===== src/rtl/id_ex_stage.sv =====
// ID/EX pipeline register: bubble insertion on hazards/flush, operand forwarding into EX.
// Build option: define FORWARDING_EN for EX/MEM + MEM/WB forwarding (load-use-only stalls).
module id_ex_stage (
  input  logic        clk,
  input  logic        rst_n,
  input  logic        if_id_valid,
  input  logic [4:0]  id_rs1,
  input  logic [4:0]  id_rs2,
  input  logic [4:0]  id_rd,
  input  logic [31:0] id_rs1_data,
  input  logic [31:0] id_rs2_data,
  input  logic [31:0] id_imm,
  input  logic        id_alu_src,
  input  logic [3:0]  id_acl,
  input  logic        id_activate_mul_module,
  input  logic        id_reg_write,
  input  logic        id_mem_read,
  input  logic        id_mem_write,
  input  logic        flush,
  input  logic [4:0]  ex_mem_rd,
  input  logic        ex_mem_reg_write,
  input  logic [31:0] ex_mem_result,
  input  logic [4:0]  mem_wb_rd,
  input  logic        mem_wb_reg_write,
  input  logic [31:0] mem_wb_data,
  output logic        stall,
  output logic        id_ex_valid,
  output logic [31:0] id_ex_a,
  output logic [31:0] id_ex_b,
  output logic [3:0]  id_ex_acl,
  output logic        id_ex_activate_mul_module,
  output logic [4:0]  id_ex_rd,
  output logic        id_ex_reg_write,
  output logic        id_ex_mem_read,
  output logic        id_ex_mem_write,
  output logic [31:0] id_ex_store_data
);

  typedef struct packed {
    logic        valid;
    logic [4:0]  rs1;
    logic [4:0]  rs2;
    logic [4:0]  rd;
    logic [31:0] rs1_data;
    logic [31:0] rs2_data;
    logic [31:0] imm;
    logic        alu_src;
    logic [3:0]  acl;
    logic        mul;
    logic        reg_write;
    logic        mem_read;
    logic        mem_write;
  } id_ex_t;

  id_ex_t      id_ex_d, id_ex_q;
  logic        rs2_used;
  logic        hazard;
  logic [31:0] rs1_fwd, rs2_fwd;

  // True when a writer of register rd (non-x0) produces a source the ID instruction reads.
  function automatic logic rd_hit(input logic [4:0] rd, input logic [4:0] rs1,
                                  input logic [4:0] rs2, input logic used2);
    return (rd != 5'd0) && ((rd == rs1) || (used2 && (rd == rs2)));
  endfunction

  assign rs2_used = ~id_alu_src | id_mem_write;

`ifdef FORWARDING_EN
  assign hazard = id_ex_q.valid & id_ex_q.mem_read &
                  rd_hit(id_ex_q.rd, id_rs1, id_rs2, rs2_used);
`else
  assign hazard = (id_ex_q.valid & id_ex_q.reg_write &
                   rd_hit(id_ex_q.rd, id_rs1, id_rs2, rs2_used)) |
                  (ex_mem_reg_write & rd_hit(ex_mem_rd, id_rs1, id_rs2, rs2_used)) |
                  (mem_wb_reg_write & rd_hit(mem_wb_rd, id_rs1, id_rs2, rs2_used));

  logic unused_fwd;
  assign unused_fwd = ^{ex_mem_result, mem_wb_data, id_ex_q.rs1, id_ex_q.rs2};
`endif

  assign stall = hazard & ~flush & if_id_valid;

  always_comb begin
    id_ex_d = '0;
    if (!(flush || stall)) begin
      id_ex_d.valid     = if_id_valid;
      id_ex_d.rs1       = id_rs1;
      id_ex_d.rs2       = id_rs2;
      id_ex_d.rd        = id_rd;
      id_ex_d.rs1_data  = id_rs1_data;
      id_ex_d.rs2_data  = id_rs2_data;
      id_ex_d.imm       = id_imm;
      id_ex_d.alu_src   = id_alu_src;
      id_ex_d.acl       = id_acl;
      id_ex_d.mul       = id_activate_mul_module;
      id_ex_d.reg_write = id_reg_write;
      id_ex_d.mem_read  = id_mem_read;
      id_ex_d.mem_write = id_mem_write;
    end
  end

  always_ff @(posedge clk or negedge rst_n) begin
    if (!rst_n) begin
      id_ex_q <= '0;
    end else begin
      id_ex_q <= id_ex_d;
    end
  end

  // EX/MEM is the younger result, so it takes priority over MEM/WB.
  always_comb begin
    rs1_fwd = id_ex_q.rs1_data;
    rs2_fwd = id_ex_q.rs2_data;
`ifdef FORWARDING_EN
    if (ex_mem_reg_write && (ex_mem_rd != 5'd0) && (ex_mem_rd == id_ex_q.rs1)) begin
      rs1_fwd = ex_mem_result;
    end else if (mem_wb_reg_write && (mem_wb_rd != 5'd0) && (mem_wb_rd == id_ex_q.rs1)) begin
      rs1_fwd = mem_wb_data;
    end
    if (ex_mem_reg_write && (ex_mem_rd != 5'd0) && (ex_mem_rd == id_ex_q.rs2)) begin
      rs2_fwd = ex_mem_result;
    end else if (mem_wb_reg_write && (mem_wb_rd != 5'd0) && (mem_wb_rd == id_ex_q.rs2)) begin
      rs2_fwd = mem_wb_data;
    end
`endif
  end

  assign id_ex_valid               = id_ex_q.valid;
  assign id_ex_a                   = rs1_fwd;
  assign id_ex_b                   = id_ex_q.alu_src ? id_ex_q.imm : rs2_fwd;
  assign id_ex_store_data          = rs2_fwd;
  assign id_ex_acl                 = id_ex_q.acl;
  assign id_ex_activate_mul_module = id_ex_q.mul;
  assign id_ex_rd                  = id_ex_q.rd;
  assign id_ex_reg_write           = id_ex_q.reg_write;
  assign id_ex_mem_read            = id_ex_q.mem_read;
  assign id_ex_mem_write           = id_ex_q.mem_write;

endmodule


===== config.mk =====
export PLATFORM = sky130hd
export DESIGN_NAME = id_ex_stage
export DESIGN_NICKNAME = d
export VERILOG_FILES = /design/src/rtl/id_ex_stage.sv
export SDC_FILE = /design/constraint.sdc
export NUM_CORES = 1
export LEC_CHECK = 0
export ABC_AREA = 1
export CAP_MARGIN = 30
export CORE_ASPECT_RATIO = 0.6
export CORE_MARGIN = 10
export CORE_UTILIZATION = 35
export DETAILED_ROUTE_END_ITERATION = 16
export HOLD_SLACK_MARGIN = 0.05
export PLACE_DENSITY = 0.87
export SLEW_MARGIN = 20
export SYNTH_ARGS = -nofsm -noshare
export SYNTH_HDL_FRONTEND = slang
export SYNTH_SLANG_ARGS = --single-unit

===== constraint.sdc =====
create_clock -name clk -period 1.6 [get_ports clk]
set_input_delay 0.32 -clock clk [delete_from_list [all_inputs] [get_ports clk]]
set_output_delay 0.32 -clock clk [all_outputs]
set_load 0.02 [all_outputs]

==> metrics.yaml <==
status: "finished, violations left"
violations: "negative setup slack"
p_clk_share_pct: 30.6
post-place-ws_ns: -0.965
viasPerCell: 4.22
worst_pin_slew_ns: 0.342
synth_most_common_cell: "inv_1"
async_flop_share_pct: 100
cts_inserted_buffers: 9
slowest_stage: "dfrtp_2"
crit_type: "reg2out"
clkTransAtPathRegs_ns: 0.08
rr_worst_depth: 13
path_max_fanout: 4
port_buffers: 246
area_growth_pct: 56.9
ys_seq_area_share_pct: 50.5
final_nets: 1011
hold_slack_ns: 0.419
yosys_warnings: 0
max_freq_mhz: 516
finClkSkew_ns: 0.0117
ys_seq_elements: 111
antenna_cells: 0
die_w_um: 182
intPower_w: 0.00493
final_cells: 1017
synth.top_cell.area_share_pct: 50.5
period_needed_ns: 1.94
grtUsageTotal_pct: 16.7
place_congestion: 0.941
worstSkewPairLatency_ns: 0.34
setup_viol: 144
p_sw_share_pct: 28.4
arrival_ns: 1.62
synth_flop_cell: "dfrtp_1"
comb_power_share_pct: 25.4
num_vias: 4294
cts.sinks: 111
dp_hpwl_um: 13300
post-route-drc-count: 0
grt_setup_unrepaired: "yes"
peakVddDrop_mv: 0.565
firstDrtPassIters: 4
die_area_sq_um: 21300
layout-drive-gt1-share_pct: 31.8
leakagePower_nw: 4.72
utilization_pct: 56.2
crit_required_ns: 1.28
chipHeight_um: 117
final-max-slew-violation-count: 0
wire_per_inst_um: 17.8
cts_tree: "built"
root_buffer: "clkbuf_16"
relSlewSlack_pct: 77.2
cpMostUsedCell: "nand2_2"
pwr-share-seq_pct: 44.0
cp_slowest_stage_delay_ns: 0.47
synth.cell_area_sq_um: 5510
first_global_vias: 4574
ios: 311
synthesis.nets: 797
htree_levels: 3
ant_nets: 0
initial_utilization_pct: 35.8
cp-start-kind: "flop"
avgSynthCellArea_sq_um: 9.22
hp-class: "in2async"
max_cap_viol_count: 0
synth_edf_count: 0
synth_top_cell_by_area: "dfrtp_1"
fillers: 1372
ys_top_cells_by_count: "inv_1, dfrtp_1, nor2_2, buf_4, nand2_1"
grt_max_degree: 48
antenna_found_initial: 0
power.total_w: 0.00688
setup_ws_ns: -0.336
crit_chain: "inv_4 > nand2_2 > nand2_2 > nor2_4 > nand3_2 > nand2_2 > nand2_2 > nand3_2 > nand2_2 > inv_2 > buf_6"
finalCritPeriodShare_pct: 121
drt-initial-drc-count: 228
switching_power_w: 0.00195
yosysUniqueCellTypes: 20
synthTopCellsByArea: "dfrtp_1, nor2_2, buf_4"
endpoint_kind: "output pin"
power_density_nw_per_um2: 797
grt_pass1_wl_um: 27200
overflow: 0
netlist_instances: 597
drt-total-wl_um: 18100
core-area_sq_um: 15400
hold_viol_final: 0
placementRows: 35
dp_cells: 982
clockBufferDepth: 2
==> repair_timing <==
action                                  CTS  global route
gates cloned                             11             0
hold buffers                              1             0
gates resized for setup                 335            50
pin swaps                                10             7
endpoints found under the setup margin  219           149
buffers inserted                          7             3
endpoints found under the hold margin    18             0
==> through the flow <==
step                      cell area, sq um  setup TNS, ns
final                                 8640         -32.70
after global routing                  8640         -48.45
after CTS                             8460         -31.74
after detailed placement              7780         -81.47
after global placement                7780         -79.17
after floorplan                       5510              0
==> area by class of cell <==
class	instances	area, sq um	area share, %
clock buffers	9	225	2.61
clock inverters	5	46.3	0.536
inverters	138	523	6.06
multi-input cells	260	1690	19.6
flip-flops and latches	111	2780	32.2
well taps	203	254	2.94
repair buffers	291	3110	36.0
==> cells by family after synthesis <==
group,synth area share [%]
XOR/XNOR,0.636
AO/OA/AOI/OAI,0.727
flip-flops,50.5
buffers and inverters,22.5
multiplexers,6.55
AND/OR/NAND/NOR,19.1
==> registers in the layout (all words and copies together), names as in the netlist <==
name and count:
id_ex_rd 5, id_ex_activate_mul_module 1, id_ex_reg_write 1, id_ex_mem_read 1, id_ex_store_data 32, id_ex_valid 1, id_ex_mem_write 1, id_ex_a 32
id_ex_q 33, id_ex_acl 4
==> critical path, delay by kind of cell (launching register included) <==
family | cells | cell delay, ns
buffers and inverters | 3 | 0.24
flip-flops | 1 | 0.47
AND/OR/NAND/NOR | 8 | 0.55
==> worst paths after layout <==
kind                                            end          from  slack [ns]
worst min-delay path                    id_ex_q[31]         rst_n        0.42
worst max register to register  id_ex_store_data[6]   id_ex_rd[1]       -0.33
max in group asynchronous                id_ex_q[8]         rst_n        0.62
worst min register to register      id_ex_mem_write   id_ex_valid        1.21
worst max-delay path                          stall   id_ex_rd[0]       -0.34
min in group clk                    id_ex_mem_write  id_mem_write        0.45
==> power by group through the flow <==
stage          clock [W]  combinational, W  sequential (W)
3_5_place_dp           0           0.00158         0.00308
4_1_cts          0.00219           0.00171         0.00302
2_1_floorplan          0          0.000821         0.00306
3_3_place_gp           0           0.00157         0.00307
5_1_grt          0.00230           0.00188         0.00305
6_report         0.00210           0.00175         0.00303
==> routing by layer <==
metal / global-route usage [%] / vias up / wire, um
met5: 0 / - / 0
met4: 2.75 / 0 / 97
met3: 7.28 / 9 / 1810
met2: 25.5 / 171 / 8020
met1: 21.8 / 2044 / 8160
li1: - / 2070 / -
==> cell usage in the layout (no fill, tap or decap), drive strengths merged <==
cell type,n
buf,77
bufbuf,1
clkbuf,10
xnor2,3
nand2,74
nand3,9
dlygate4sd3,1
dfrtp,111
a21oi,1
xor2,1
clkdlybuf4s15,1
o21ai,7
mux2,32
inv,139
dlymetal6s2s,4
clkdlybuf4s50,114
dlygate4sd2,92
clkinv,4
nor2,131
nand4,2
No activity file was read; power rests on OpenSTA's default activity.
